<file path="src/rtl/serial_compare.sv">
// serial_compare: MSB-first chunked magnitude comparator, valid/ready in and out.
// Build option: define SERIAL_COMPARE_EARLY_EXIT_EN to finish at the first differing chunk.
module serial_compare #(
    parameter int WIDTH = 16,
    parameter int CHUNK = 4
) (
    input  logic             CLK,
    input  logic             RESET,
    input  logic [WIDTH-1:0] I0,
    input  logic [WIDTH-1:0] I1,
    input  logic             SIGNED,
    input  logic             in_valid,
    output logic             in_ready,
    output logic             O_lt,
    output logic             O_eq,
    output logic             O_gt,
    output logic             out_valid,
    input  logic             out_ready
);
    localparam int N  = WIDTH / CHUNK;
    localparam int CW = (N > 1) ? $clog2(N) : 1;

    typedef enum logic [1:0] {IDLE, SCAN, DONE} state_t;
    state_t r_state, w_next;

    logic [WIDTH-1:0] r_a, r_b;
    logic             r_signed, r_first, r_issue;
    logic [CW-1:0]    r_cnt;
    logic             r_c_vld, r_c_lt, r_c_gt, r_c_last;
    logic             r_lt, r_eq, r_gt;
`ifndef SERIAL_COMPARE_EARLY_EXIT_EN
    logic             r_hit, r_hlt;
`endif

    logic             w_accept, w_finish, w_fin_lt, w_fin_gt, w_fin_eq;
    logic [CHUNK-1:0] w_sfix, w_chunk_a, w_chunk_b;

    // Flipping the sign bit of the top chunk maps two's complement onto unsigned order.
    always_comb begin
        w_sfix          = '0;
        w_sfix[CHUNK-1] = r_first & r_signed;
        w_chunk_a       = r_a[WIDTH-1 -: CHUNK] ^ w_sfix;
        w_chunk_b       = r_b[WIDTH-1 -: CHUNK] ^ w_sfix;
    end

    // The chunk compare is registered first and acted on the following cycle,
    // so the comparator never sits in front of the state/flag logic.
`ifdef SERIAL_COMPARE_EARLY_EXIT_EN
    assign w_finish = r_c_vld & (r_c_lt | r_c_gt | r_c_last);
    assign w_fin_lt = r_c_lt;
    assign w_fin_gt = r_c_gt;
    assign w_fin_eq = ~r_c_lt & ~r_c_gt;
`else
    assign w_finish = r_c_vld & r_c_last;
    assign w_fin_lt = r_hit ? r_hlt  : r_c_lt;
    assign w_fin_gt = r_hit ? ~r_hlt : r_c_gt;
    assign w_fin_eq = ~r_hit & ~r_c_lt & ~r_c_gt;
`endif

    assign w_accept  = in_valid & in_ready;
    assign O_lt      = r_lt;
    assign O_eq      = r_eq;
    assign O_gt      = r_gt;

    always_ff @(posedge CLK) begin
        if (RESET) r_state <= IDLE;
        else        r_state <= w_next;
    end

    always_comb begin
        w_next    = r_state;
        in_ready  = 1'b0;
        out_valid = 1'b0;
        case (r_state)
            IDLE: begin
                in_ready = ~RESET;
                if (in_valid && !RESET) w_next = SCAN;
            end
            SCAN: if (w_finish) w_next = DONE;
            DONE: begin
                out_valid = 1'b1;
                if (out_ready) w_next = IDLE;
            end
            default: w_next = IDLE;
        endcase
    end

    always_ff @(posedge CLK) begin
        if (RESET) begin
            r_a      <= '0;
            r_b      <= '0;
            r_signed <= 1'b0;
            r_first  <= 1'b0;
            r_issue  <= 1'b0;
            r_cnt    <= '0;
            r_c_vld  <= 1'b0;
            r_c_lt   <= 1'b0;
            r_c_gt   <= 1'b0;
            r_c_last <= 1'b0;
            r_lt     <= 1'b0;
            r_eq     <= 1'b0;
            r_gt     <= 1'b0;
`ifndef SERIAL_COMPARE_EARLY_EXIT_EN
            r_hit    <= 1'b0;
            r_hlt    <= 1'b0;
`endif
        end else begin
            case (r_state)
                IDLE: if (w_accept) begin
                    r_a      <= I0;
                    r_b      <= I1;
                    r_signed <= SIGNED;
                    r_cnt    <= CW'(N - 1);
                    r_first  <= 1'b1;
                    r_issue  <= 1'b1;
                    r_c_vld  <= 1'b0;
`ifndef SERIAL_COMPARE_EARLY_EXIT_EN
                    r_hit    <= 1'b0;
`endif
                end
                SCAN: begin
                    if (r_issue) begin
                        r_c_lt   <= w_chunk_a < w_chunk_b;
                        r_c_gt   <= w_chunk_a > w_chunk_b;
                        r_c_last <= (r_cnt == '0);
                        r_c_vld  <= 1'b1;
                        r_first  <= 1'b0;
                        r_issue  <= (r_cnt != '0);
                        if (r_cnt != '0) begin
                            r_a   <= r_a << CHUNK;
                            r_b   <= r_b << CHUNK;
                            r_cnt <= r_cnt - 1'b1;
                        end
                    end
`ifndef SERIAL_COMPARE_EARLY_EXIT_EN
                    // Keep only the most significant difference.
                    if (r_c_vld && (r_c_lt || r_c_gt) && !r_hit) begin
                        r_hit <= 1'b1;
                        r_hlt <= r_c_lt;
                    end
`endif
                    if (w_finish) begin
                        r_lt <= w_fin_lt;
                        r_eq <= w_fin_eq;
                        r_gt <= w_fin_gt;
                    end
                end
                DONE: if (out_ready) begin
                    r_lt    <= 1'b0;
                    r_eq    <= 1'b0;
                    r_gt    <= 1'b0;
                    r_c_vld <= 1'b0;
                end
                default: ;
            endcase
        end
    end
endmodule
</file>
<file path="config.mk">
export PLATFORM = sky130hd
export DESIGN_NAME = serial_compare
export DESIGN_NICKNAME = d
export VERILOG_FILES = /design/src/rtl/serial_compare.sv
export SDC_FILE = /design/constraint.sdc
export NUM_CORES = 1
export LEC_CHECK = 0
export CAP_MARGIN = 10
export CORE_MARGIN = 1
export CORE_UTILIZATION = 48
export DETAILED_ROUTE_END_ITERATION = 10
export GPL_ROUTABILITY_DRIVEN = 1
export HOLD_SLACK_MARGIN = 0.15
export PLACE_DENSITY = 0.73
export REMOVE_ABC_BUFFERS = 1
export SETUP_SLACK_MARGIN = 0.2
export SLEW_MARGIN = 20
export SYNTH_ARGS = -nofsm -noshare
export SYNTH_HDL_FRONTEND = slang
export SYNTH_SLANG_ARGS = --single-unit
</file>
<file path="constraint.sdc">
create_clock -name CLK -period 1.5 [get_ports CLK]
set_input_delay 0.15 -clock CLK [delete_from_list [all_inputs] [get_ports CLK]]
set_output_delay 0.15 -clock CLK [all_outputs]
set_load 0.02 [all_outputs]
</file>
# Yosys cells after proc, flatten, opt, wreduce, memory -nomap -nowiden
# Cells that the tools add are included.
# W data, S select, Z words.
# word_totals
reg_bits	48
inputBits	37
out_inout_bits	5
# op_classes
order_cmp	2
n_reduce_logical	22
n_eq_ne	9
addsub	1
bitwise	12
mux	37
# ops
op	count
$mux W16	6
$pmux W16 S2	2
$mux W1	14
$ne A2 B2 Y1 const B	7
$mux W2	6
$pmux W1 S2	6
$reduce_and A3 Y1	4
$reduce_and A2 Y1	4
$reduce_and A4 Y1	2
$xor A4 B4 Y4	2
$pmux W2 S3	1
$reduce_bool A2 Y1	3
$and A1 B1 Y1	5
$not A1 Y1	5
$gt A4 B4 Y1	1
$logic_not A2 Y1	2
$lt A4 B4 Y1	1
$pmux W2 S2	1
$logic_and A1 B1 Y1	3
$pmux W1 S3	1
$reduce_bool A3 Y1	1
$eq A2 B1 Y1 const B	1
$eq A2 B2 Y1 const B	1
$logic_not A1 Y1	2
other kinds (2)	2

# Depth between registers and ports, before layout
# logic_depth
ltp_word	5
ltp_mapped	8
mapped_depth_nobuf	5

# Worst setup path after synthesis
# Ideal clock, no wire load.
# synth_timing
path_type	reg2reg
start	reg r_state[1]
end	reg r_a[10]
path_stages_with_launch	9
arrival_ns	1.409
setup_time_ns	0.118
slack_ns	-0.027
required_time_ns	1.382
cell_sequence	dfxtp_1 -> inv_1 -> ha_1 -> buf_2 -> nand3b_2 -> a22o_1 -> buf_6 -> buf_12 -> mux2i_1
# synth_via
elab_chain_len	5
# synth_lines
element	line	text
start: declaration	24	state_t r_state, w_next;
start signal: assignment	67	else r_state <= w_next;
$logic_not A2 Y1	74, 108	
$mux W1	74	case (r_state)
$and A1 B1 Y1	60	assign w_accept = in_valid & in_ready;
$ne A2 B2 Y1 (no source line)	--	
$reduce_and A4 Y1 (no source line)	--	
end signal: assignment	130	r_a <= r_a << CHUNK;
end: declaration	26	logic [WIDTH-1:0] r_a, r_b;
# Several ways; a longest one is shown, not always the timed one.
# A chain may end at the register's enable or synchronous reset.

# Worst setup path after layout
# layout_timing
start	reg r_state[0]
end	reg r_first
# layout_via
elab_chain_len	5
# layout_lines
element	line	text
$logic_not A2 Y1	74, 108	
$mux W1	74	
$and A1 B1 Y1	60	
$ne A2 B2 Y1 (no source line)	--	
$reduce_and A3 Y1 (no source line)	--	
end signal: assignment	93	r_first <= 1'b0;
end signal: assignment	114	r_first <= 1'b1;
end signal: assignment	127	r_first <= 1'b0;
end: declaration	27	logic r_signed, r_first, r_issue;
# Several ways; a longest one is shown, not always the timed one.

==> flow_summary.yaml <==
final_layout:
  syn_to_final_growth_pct: 55.9
  diodes: 0
  final_cell_mix: "50 x nand2_1, 44 x dfxtp_1, 36 x clkdlybuf4s50_1"
  final_common_cell: "nand2_1"
  drive_above_1_share_pct: 43.0
  post-route-util_pct: 79.8
  nets: 394
drt:
  drtIter0Drc: 108
  routed_via_density: 5.61
  wl_per_cell_um: 16.6
  vias: 2344
  drcViolationCount: 0
  drtPass1Iterations: 4
  wirelength_um: 6920
  postRouteAntennaNets: 0
global_routing:
  grt_overflow: 0
  grt_pass1_wl_um: 10100
  grt_max_degree: 51
  antenna_found_initial: 0
  grt_pass1_vias: 2210
  groute.usage.overall_pct: 24.3
status:
  status: "completed"
worst_setup_path:
  cp_slowest_cell: "dfxtp_4"
  setup.worst_path.start: "r_state[0]"
  r2r_start: "r_state[0]"
  cp-endpoint: "r_first"
  ff2ff_setup_slack_ps: 20
  path_max_fanout: 5
  crit_chain: "inv_4 -> ha_4 -> buf_6 -> buf_4 -> buf_6 -> a21oi_1 -> or2_4 -> a21oi_2"
  r2r_cells: 8
  r2r_end: "r_first"
  critPathArrivalTime_ps: 1670
  crit_path_frequent_cell: "buf_6"
  max_stage_delay_ps: 400
  critPathCaptureType: "register"
  crit_type: "reg2reg"
  cp.required_ps: 1690
  critPathLaunchType: "register"
clocking:
  cts_max_level: 2
  root_buffer: "clkbuf_8"
  cts_tree: "built"
  clk_latency_ps: 300
  clk_pin_slew_worst_paths_ps: 90
  cts_hold_buf: 0
  cts_buffers: 5
  cts.sinks: 48
  clock_path_buffers: 2
sta:
  worst_pin_slew_ps: 283
  fmax_mhz: 677
  finalHoldViolations: 0
  timing.hold.ws_ps: 418
  min_period_over_period_pct: 98.5
  setup_violations: 0
  finalClockSkew_ps: 6.34
  setup_tns_ps: 0
  rsz0062_at_grt: "yes"
  finalCriticalPeriod_ps: 1480
  drv_slew: 0
  relSlewSlack_pct: 81.0
power_and_ir_drop:
  p_int_mw: 5.11
  switching_share_pct: 37.8
  leakagePower_nw: 1.64
  power_frac_clock_pct: 9.8
  powerDensity_nw_per_um2: 2110
  pwr-share-comb_pct: 65.0
  power_mw: 8.23
  power.switching_mw: 3.11
  irDropWorstVdd_mv: 1.02
  power.share.sequential_pct: 25.3
yosys:
  syn_area_per_cell_um2: 9.32
  syn-instance-count: 268
  synth_top_area_share_pct: 38.5
  syn-cell-area_um2: 2500
  synth.yosys.seq_area_share_pct: 38.5
  yosysTopAreaCell: "dfxtp_1"
  synth_area_leaders: "dfxtp_1 38%, mux2_2 11%, mux2i_1 9.2%"
  synth.distinct_cells: 46
  ys_ff_latch: 48
  ys_warn_count: 0
floorplan:
  die_w_um: 74.2
  start_util_pct: 51.2
  dieArea_um2: 5500
  coreArea_um2: 4880
  io_pins: 42
  rows: 25
  fp.dieH_um: 74.2
flow_run:
  maxCapViolCount: 0
place:
  gp_congestion: 0.776
  dp_hpwl_um: 3670
  io_buffers: 41
hold_path:
  hp-class: "in2reg"
==> logic make-up (layout without fill, tap and decap cells) <==
| logic type | after synthesis | in the layout | share of synthesized area [%] |
|---|---|---|---|
| and+or+nand+nor | 87 | 87 | 16.2 |
| adders and majority gates | 7 | 7 | 3.51 |
| AOI/OAI and AO/OA | 51 | 52 | 15.0 |
| DFF | 48 | 48 | 38.5 |
| xor gates and xnor gates | 1 | 1 | 0.351 |
| muxes | 48 | 48 | 20.5 |
| buffers and inverters | 26 | 108 | 6.01 |
==> flip-flops by register name (all words and copies together) (netlist names) <==
register,flops
r_a,16
r_b,16
r_cnt,2
r_state,2
O_eq,1
O_gt,1
O_lt,1
r_c_gt,1
r_c_last,1
r_c_lt,1
r_c_vld,1
r_first,1
r_hit,1
r_hlt,1
r_issue,1
r_signed,1
==> per-layer routing <==
layer	wire [µm]	up-vias	GRT usage, %
li1	-	1117	-
met1	2950	1135	30.1
met2	3560	79	43.0
met3	301	13	4.20
met4	110	0	7.26
met5	0	-	0
==> cell type report <==
cell class                      instances  area [µm²]
Clock buffer                            6        82.6
Clock inverter                          2        10.0
Fill cell                             300         985
Inverter                               10        42.5
Multi-Input combinational cell        195        1790
Sequential cell                        48         968
Tap cell                               67        83.8
Timing Repair Buffer                   90         921
==> repair_timing <==
item	4_1_cts	5_1_grt
pin swaps	23	16
buffers inserted	8	9
gates resized for setup	90	44
gates cloned	2	0
endpoints found under the setup margin	52	47
==> cell usage after synthesis, drive strengths merged <==
master / n
o2bb2ai: 8
a21oi: 10
nor3: 2
inv: 10
and3: 1
o21bai: 1
a2111oi: 1
mux2i: 23
a32o: 1
mux2: 25
nor3b: 1
nor4: 1
o311ai: 1
dfxtp: 48
a22o: 1
a211oi: 8
o221a: 1
and3b: 1
a311o: 1
o32ai: 1
nand2: 59
a211o: 1
xnor2: 1
a21o: 1
and2b: 1
and4b: 1
nand3: 2
nand2b: 4
or2: 2
a221oi: 4
buf: 9
nor2: 2
clkbuf: 7
nor2b: 7
o21ai: 7
a21bo: 1
nand4b: 2
ha: 7
a31oi: 1
o211a: 1
a21boi: 1
nand3b: 1
==> stage by stage <==
| step | std cells | worst slack, ps | area [µm²] |
|---|---|---|---|
| after global routing | 418 | -16.0 | 3890 |
| after CTS | 409 | 85.8 | 3640 |
| after global placement | 391 | -88.6 | 3140 |
| after floorplan | 252 | -1290 | 2390 |
| after detailed placement | 391 | -158 | 3140 |
| final | 418 | 22.6 | 3890 |
==> critical path: cells and delay by family (launching register included) <==
kind,cells,cell delay [ps]
AOI/OAI and AO/OA,2,230
adders and majority gates,1,170
buffers and inverters,4,420
DFF,1,400
and+or+nand+nor,1,160
==> power by group through the flow <==
stage               sequential [mW]  clock, mW  combinational (mW)
finish                         2.08      0.805                5.34
global route                   2.12      0.854                5.66
CTS                            2.03      0.822                4.45
detailed placement             2.00          0                3.26
global placement               1.98          0                3.21
floorplan                      1.96          0                2.06
==> worst min path at each step <==
stage | end | from | cells past startpoint
global placement | r_b[3] | r_b[3] | 2
detailed placement | r_b[0] | r_b[0] | 2
CTS | r_a[1] | I0[1] | 2
global route | r_a[2] | I0[2] | 2
floorplan | r_c_last | RESET | 1
finish | r_a[2] | I0[2] | 2
Note: power is estimated with default switching activity, not from simulation.
